## config.mk

```make
export PLATFORM = sky130hd
export DESIGN_NAME = instr_fetch_cache
export DESIGN_NICKNAME = d
export VERILOG_FILES = /design/src/rtl/instr_fetch_cache.sv
export SDC_FILE = /design/constraint.sdc
export NUM_CORES = 1
export LEC_CHECK = 0
export CAP_MARGIN = 15
export CORE_MARGIN = 5
export CORE_UTILIZATION = 50
export CTS_CLUSTER_SIZE = 8
export DETAILED_ROUTE_END_ITERATION = 10
export DONT_BUFFER_PORTS = 1
export GPL_TIMING_DRIVEN = 1
export PLACE_DENSITY = 0.73
export SLEW_MARGIN = 20
export SYNTH_ARGS = -nofsm -noshare
export SYNTH_HDL_FRONTEND = slang
export SYNTH_SLANG_ARGS = --single-unit
```

## constraint.sdc

```tcl
create_clock -name clk_i -period 4.3 [get_ports clk_i]
set_input_delay 1.075 -clock clk_i [delete_from_list [all_inputs] [get_ports clk_i]]
set_output_delay 1.075 -clock clk_i [all_outputs]
set_load 0.05 [all_outputs]
```

## src/rtl/instr_fetch_cache.sv

```systemverilog
// Instruction-fetch front end: direct-mapped one-word-per-line cache with bypass,
// flush, and saturating hit/miss counters, in front of a request/response memory port.
module instr_fetch_cache #(
  parameter int unsigned ADDR_WIDTH = 8,
  parameter int unsigned DATA_WIDTH = 32,
  parameter int unsigned LINES      = 16,
  parameter int unsigned CACHE_EN   = 1
) (
  input  logic                  clk_i,
  input  logic                  reset_i,
  input  logic                  fetch_en_i,
  input  logic [ADDR_WIDTH-1:0] fetch_addr_i,
  input  logic                  flush_i,
  output logic [DATA_WIDTH-1:0] instr_o,
  output logic                  instr_valid_o,
  output logic                  busy_o,
  output logic [31:0]           mem_addr_o,
  output logic                  mem_read_en_o,
  input  logic [31:0]           mem_read_val_i,
  input  logic                  mem_response_i,
  output logic [15:0]           hit_count_o,
  output logic [15:0]           miss_count_o
);

  localparam int unsigned IdxW = $clog2(LINES);

  typedef enum logic {StIdle, StMiss} state_e;

  state_e                state_q;
  logic [LINES-1:0]      valid_q;
  // Whole address kept as the tag; the index bits always match, so this avoids a
  // zero-width tag when LINES == 2**ADDR_WIDTH.
  logic [ADDR_WIDTH-1:0] tag_q [LINES];
  logic [DATA_WIDTH-1:0] data_q [LINES];
  logic [ADDR_WIDTH-1:0] req_addr_q;
  logic                  flush_seen_q;
  logic [DATA_WIDTH-1:0] instr_q;
  logic                  instr_valid_q;
  logic [31:0]           mem_addr_q;
  logic                  mem_read_en_q;
  logic [15:0]           hit_count_q;
  logic [15:0]           miss_count_q;

  logic [IdxW-1:0] idx;
  logic [IdxW-1:0] fill_idx;
  logic            hit;
  logic            install;

  assign idx      = fetch_addr_i[IdxW-1:0];
  assign fill_idx = req_addr_q[IdxW-1:0];
  assign hit      = (CACHE_EN != 0) && valid_q[idx] && (tag_q[idx] == fetch_addr_i);
  // A fill is dropped if a flush landed at any point during its miss.
  assign install  = (state_q == StMiss) && mem_response_i && (CACHE_EN != 0) &&
                    !flush_i && !flush_seen_q;

  always_ff @(posedge clk_i or posedge reset_i) begin
    if (reset_i) begin
      state_q       <= StIdle;
      valid_q       <= '0;
      req_addr_q    <= '0;
      flush_seen_q  <= 1'b0;
      instr_q       <= '0;
      instr_valid_q <= 1'b0;
      mem_addr_q    <= '0;
      mem_read_en_q <= 1'b0;
      hit_count_q   <= '0;
      miss_count_q  <= '0;
    end else begin
      instr_valid_q <= 1'b0;
      if (flush_i) valid_q <= '0;
      if (install) valid_q[fill_idx] <= 1'b1;
      unique case (state_q)
        StIdle: begin
          flush_seen_q <= 1'b0;
          if (fetch_en_i) begin
            if (hit) begin
              instr_q       <= data_q[idx];
              instr_valid_q <= 1'b1;
              hit_count_q   <= (hit_count_q == 16'hFFFF) ? hit_count_q : hit_count_q + 16'd1;
            end else begin
              req_addr_q    <= fetch_addr_i;
              mem_addr_q    <= 32'(fetch_addr_i);
              mem_read_en_q <= 1'b1;
              miss_count_q  <= (miss_count_q == 16'hFFFF) ? miss_count_q : miss_count_q + 16'd1;
              state_q       <= StMiss;
            end
          end
        end
        StMiss: begin
          if (flush_i) flush_seen_q <= 1'b1;
          if (mem_response_i) begin
            instr_q       <= mem_read_val_i[DATA_WIDTH-1:0];
            instr_valid_q <= 1'b1;
            mem_read_en_q <= 1'b0;
            state_q       <= StIdle;
          end
        end
        default: state_q <= StIdle;
      endcase
    end
  end

  always_ff @(posedge clk_i) begin
    if (install) begin
      tag_q[fill_idx]  <= req_addr_q;
      data_q[fill_idx] <= mem_read_val_i[DATA_WIDTH-1:0];
    end
  end

  assign instr_o       = instr_q;
  assign instr_valid_o = instr_valid_q;
  assign busy_o        = (state_q == StMiss);
  assign mem_addr_o    = mem_addr_q;
  assign mem_read_en_o = mem_read_en_q;
  assign hit_count_o   = hit_count_q;
  assign miss_count_o  = miss_count_q;

endmodule

```

==> run_results.csv <==
group,metric,value,unit
timing,hold_ws,0.5133,ns
global_route,grt_pass1_vias,14620,
detailed_routing,routed_via_density,6.053,
logic_synthesis,synth_xor_area_share,0.9819,%
clock_network,tritoncts,"yes",
timing,rsz0062_at_grt,"false",
flow_run,maxCapViolCount,0,
clock_network,cts_setup_buffers,0,
critical_path,critPathMaxFanout,160,
detailed_routing,drc,0,
finish,fin_util,57.53,%
critical_path,end_kind,"register",
logic_synthesis,synth_top_family_by_area,"multiplexers",
finish,nFillCells,3964,
timing,finalCritPeriodShare,94.31,%
die,die-area,0.06197,mm^2
detailed_routing,drt-total-wl,63800,um
finish,drive_gt1_share,23.60,%
critical_path,path_common_cell,"mux2i_1",
global_route,grtUsageMet2,34.38,%
logic_synthesis,synth_compound_gate_area_share,1.841,%
clock_network,htreeDepth,3,
logic_synthesis,syn_area,0.02854,mm^2
die,coreArea,0.05650,mm^2
clock_network,cts_sinks,732,
timing,fin_skew,0.03908,ns
logic_synthesis,ys.warnings.count,0,
placed_design,gp_congestion,0.7640,
timing,hold_viol_final,0,
critical_path,cp-start-kind,"primary input",
global_route,grt_usage,20.41,%
critical_path,path_buf_inv,0,
critical_path,cp_data_arrival_time,4.53,ns
placed_design,hpwl,32280,um
global_route,grt_pass1_wl,95450,um
global_route,grt_use_met3,5.951,%
logic_synthesis,synth_area_leaders,"edfxtp_1 67%, mux4_2 14%, dfrtp_1 8.1%",
die,placementRows,87,
critical_path,path_delay_family,"multiplexers",
die,die_w,248.9,um
critical_path,slowest_stage,"mux4_2",
critical_path,critPathRequiredTime,4.78,ns
logic_synthesis,synthAdderAreaFrac,0.08767,%
timing,tightest_slew,1.159,ns
clock_network,cts_buffers,101,
placed_design,numPortBuffers,0,
die,io_pins,144,
logic_synthesis,yosys.area_share.simple,3.682,%
die,start_util,50.52,%
die,fp.dieH,248.9,um
detailed_routing,post_drt_wl_per_cell,27.45,um
finish,final_area,0.03250,mm^2
timing,setup_viol,0,
detailed_routing,drt_iter0_drc,1327,
critical_path,path_cells,"mux4_2, mux2i_1, mux2i_1, nor4_1, o2111ai_1, nor3_4, nand2b_1, mux2_2",
outcome,status,"complete, no violations",
logic_synthesis,postSynthCellCount,1416,
clock_network,cts_resized,0,
timing,fmax,246.6,MHz
clock_network,clk_latency,0.64,ns
logic_synthesis,synthArstFlopShare,12.57,%
critical_path,crit_type,"primary input to register",
logic_synthesis,ys_seq_area_share,75.40,%
timing,drv_slew,0,
pwr,powerDensity,516.8,mW/mm^2
detailed_routing,drtAntennaViolNets,0,
finish,nets,1529,
logic_synthesis,yosys.area.top_type,"edfxtp_1",
logic_synthesis,synth_enable_flop_cells,640,
finish,areaGrowthSynthToFinish,13.87,%
global_route,grt_use_met1,26.24,%
logic_synthesis,synthMuxAreaShare,15.76,%
logic_synthesis,synth_seq_cells,732,
clock_network,clk_pin_slew_worst_paths,0.05,ns
timing,final.setup.tns,0,ns
clock_network,ctsHoldBuffers,0,
pwr,ir_drop,0.0003717,V
pwr,p_leak,10.71,nW
critical_path,critPathMaxStageDelay,0.83,ns
timing,period_minus_slack,4.055,ns
timing,max_slew_margin,22.75,%
detailed_routing,vias,14070,
global_route,grt.busiest_layer,"met2",
clock_network,cts_root_buf,"clkbuf_16",
finish,antenna_cells,0,
placed_design,placed_area,0.02958,mm^2
logic_synthesis,synth_ff_type,"edfxtp_1",
logic_synthesis,synth_cell_types,54,
logic_synthesis,syn_avg_cell_area,20.16,um^2
global_route,grt_start_max_net_pins,161,
hold_path,holdCritPathClass,"primary input to asynchronous set/reset pin",
logic_synthesis,synth.top_cell.area_share,67.33,%
global_route,antenna_found_initial,0,
global_route,grt_overflow,0,
clock_network,cts.path.max_buffers,3,
detailed_routing,dr.pass1.iters,5,
## state kept, by name, indices dropped and copies added (netlist names)
signal	cells
mem_read_en_o	1
valid_q	16
hit_count_o	16
instr_o	32
busy_o	1
flush_seen_q	1
req_addr_q	8
tag_q	128
instr_valid_o	1
data_q	512
miss_count_o	16
## worst paths after layout
| path | startpoint | endpoint | slack [ns] | cells after the start |
|---|---|---|---|---|
| min | reset_i | instr_o[16] | 0.51 | 1 |
| min in group clk_i | valid_q[10] | valid_q[10] | 0.53 | 2 |
| min reg2reg | valid_q[10] | valid_q[10] | 0.53 | 2 |
| max | fetch_addr_i[0] | req_addr_q[0] | 0.24 | 8 |
| max in group asynchronous | reset_i | miss_count_o[0] | 2.92 | 2 |
| max reg2reg | tag_q[4][1] | req_addr_q[0] | 1.21 | 8 |
## cells by family after synthesis
logic type | Yosys count
flip-flops | 732
AND/OR/NAND/NOR | 228
multiplexers | 219
buffers and inverters | 125
AO/OA/AOI/OAI | 77
XOR/XNOR | 32
adder cells (fa/ha/maj) | 2
other | 1
## metrics by stage
step	cells	total power [mW]	worst slack (ns)
6_report	2324	16.80	0.2448
5_1_grt	2324	17.37	0.7520
4_1_cts	2324	16.94	1.014
3_5_place_dp	2135	9.681	0.4245
3_3_place_gp	2135	9.650	0.6101
2_1_floorplan	1439	9.456	0.2931
## power by group
group | leakage [nW] | total [mW] | internal, mW | switching [mW]
Sequential | 6.91 | 8.73 | 8.01 | 0.718
Clock | 1.38 | 7.25 | 4.43 | 2.82
Combinational | 2.43 | 0.819 | 0.347 | 0.472
Total | 10.7 | 16.8 | 12.8 | 4.01
## cells in the mapped netlist (3+ instances only)
master	number
a311o_1	3
mux2_2	18
xor2_1	17
a31oi_1	33
edfxtp_1	640
nand2b_1	8
xnor2_1	15
mux4_2	182
buf_2	25
nor4_1	4
a21oi_1	5
nand3_1	17
nor3_1	15
nor2_1	56
and3_1	9
buf_4	33
nand2_1	95
o311ai_0	3
mux2_1	5
o22ai_1	20
inv_1	25
nand4_1	5
buf_1	5
clkbuf_1	33
mux2i_1	14
nor2b_1	3
dfrtp_1	92
## layout make-up
cell class,count,area (um^2),share of cell area [%]
flip-flops and latches,732,21520,66.22
multi-input cells,582,6608,20.33
clock buffers,185,2864,8.812
well taps,756,945.9,2.910
repair buffers,38,397.9,1.224
inverters,27,103.9,0.3195
clock inverters,4,60.06,0.1848
## placed cells by master, fill, tap and decap left out, types with 3 or more instances in the layout
master and instances:
o311ai_0 3, clkbuf_1 83, nor2_1 40, and3_1 9, inv_1 24, nand2_1 95
nor2_4 16, a21oi_1 5, o22ai_1 20, nand2b_1 8, buf_4 29, mux2i_1 14
a311o_1 3, a31oi_1 33, buf_12 9, nand3_1 17, nor2b_1 3, nor4_1 4
xnor2_1 15, conb_1 24, xor2_1 17, mux2_2 18, mux2_1 5, nor3_1 15
mux4_2 182, edfxtp_1 640, clkbuf_16 102, dfrtp_1 90, nand4_1 5
## metal layers
| layer | routed length [um] | share of wire (%) |
|---|---|---|
| met2 | 32470 | 51 |
| met4 | 1316 | 2.1 |
| met3 | 6648 | 10 |
| met1 | 23360 | 37 |
| met5 | 0 | 0 |
No activity file was read; power rests on OpenSTA's default activity.
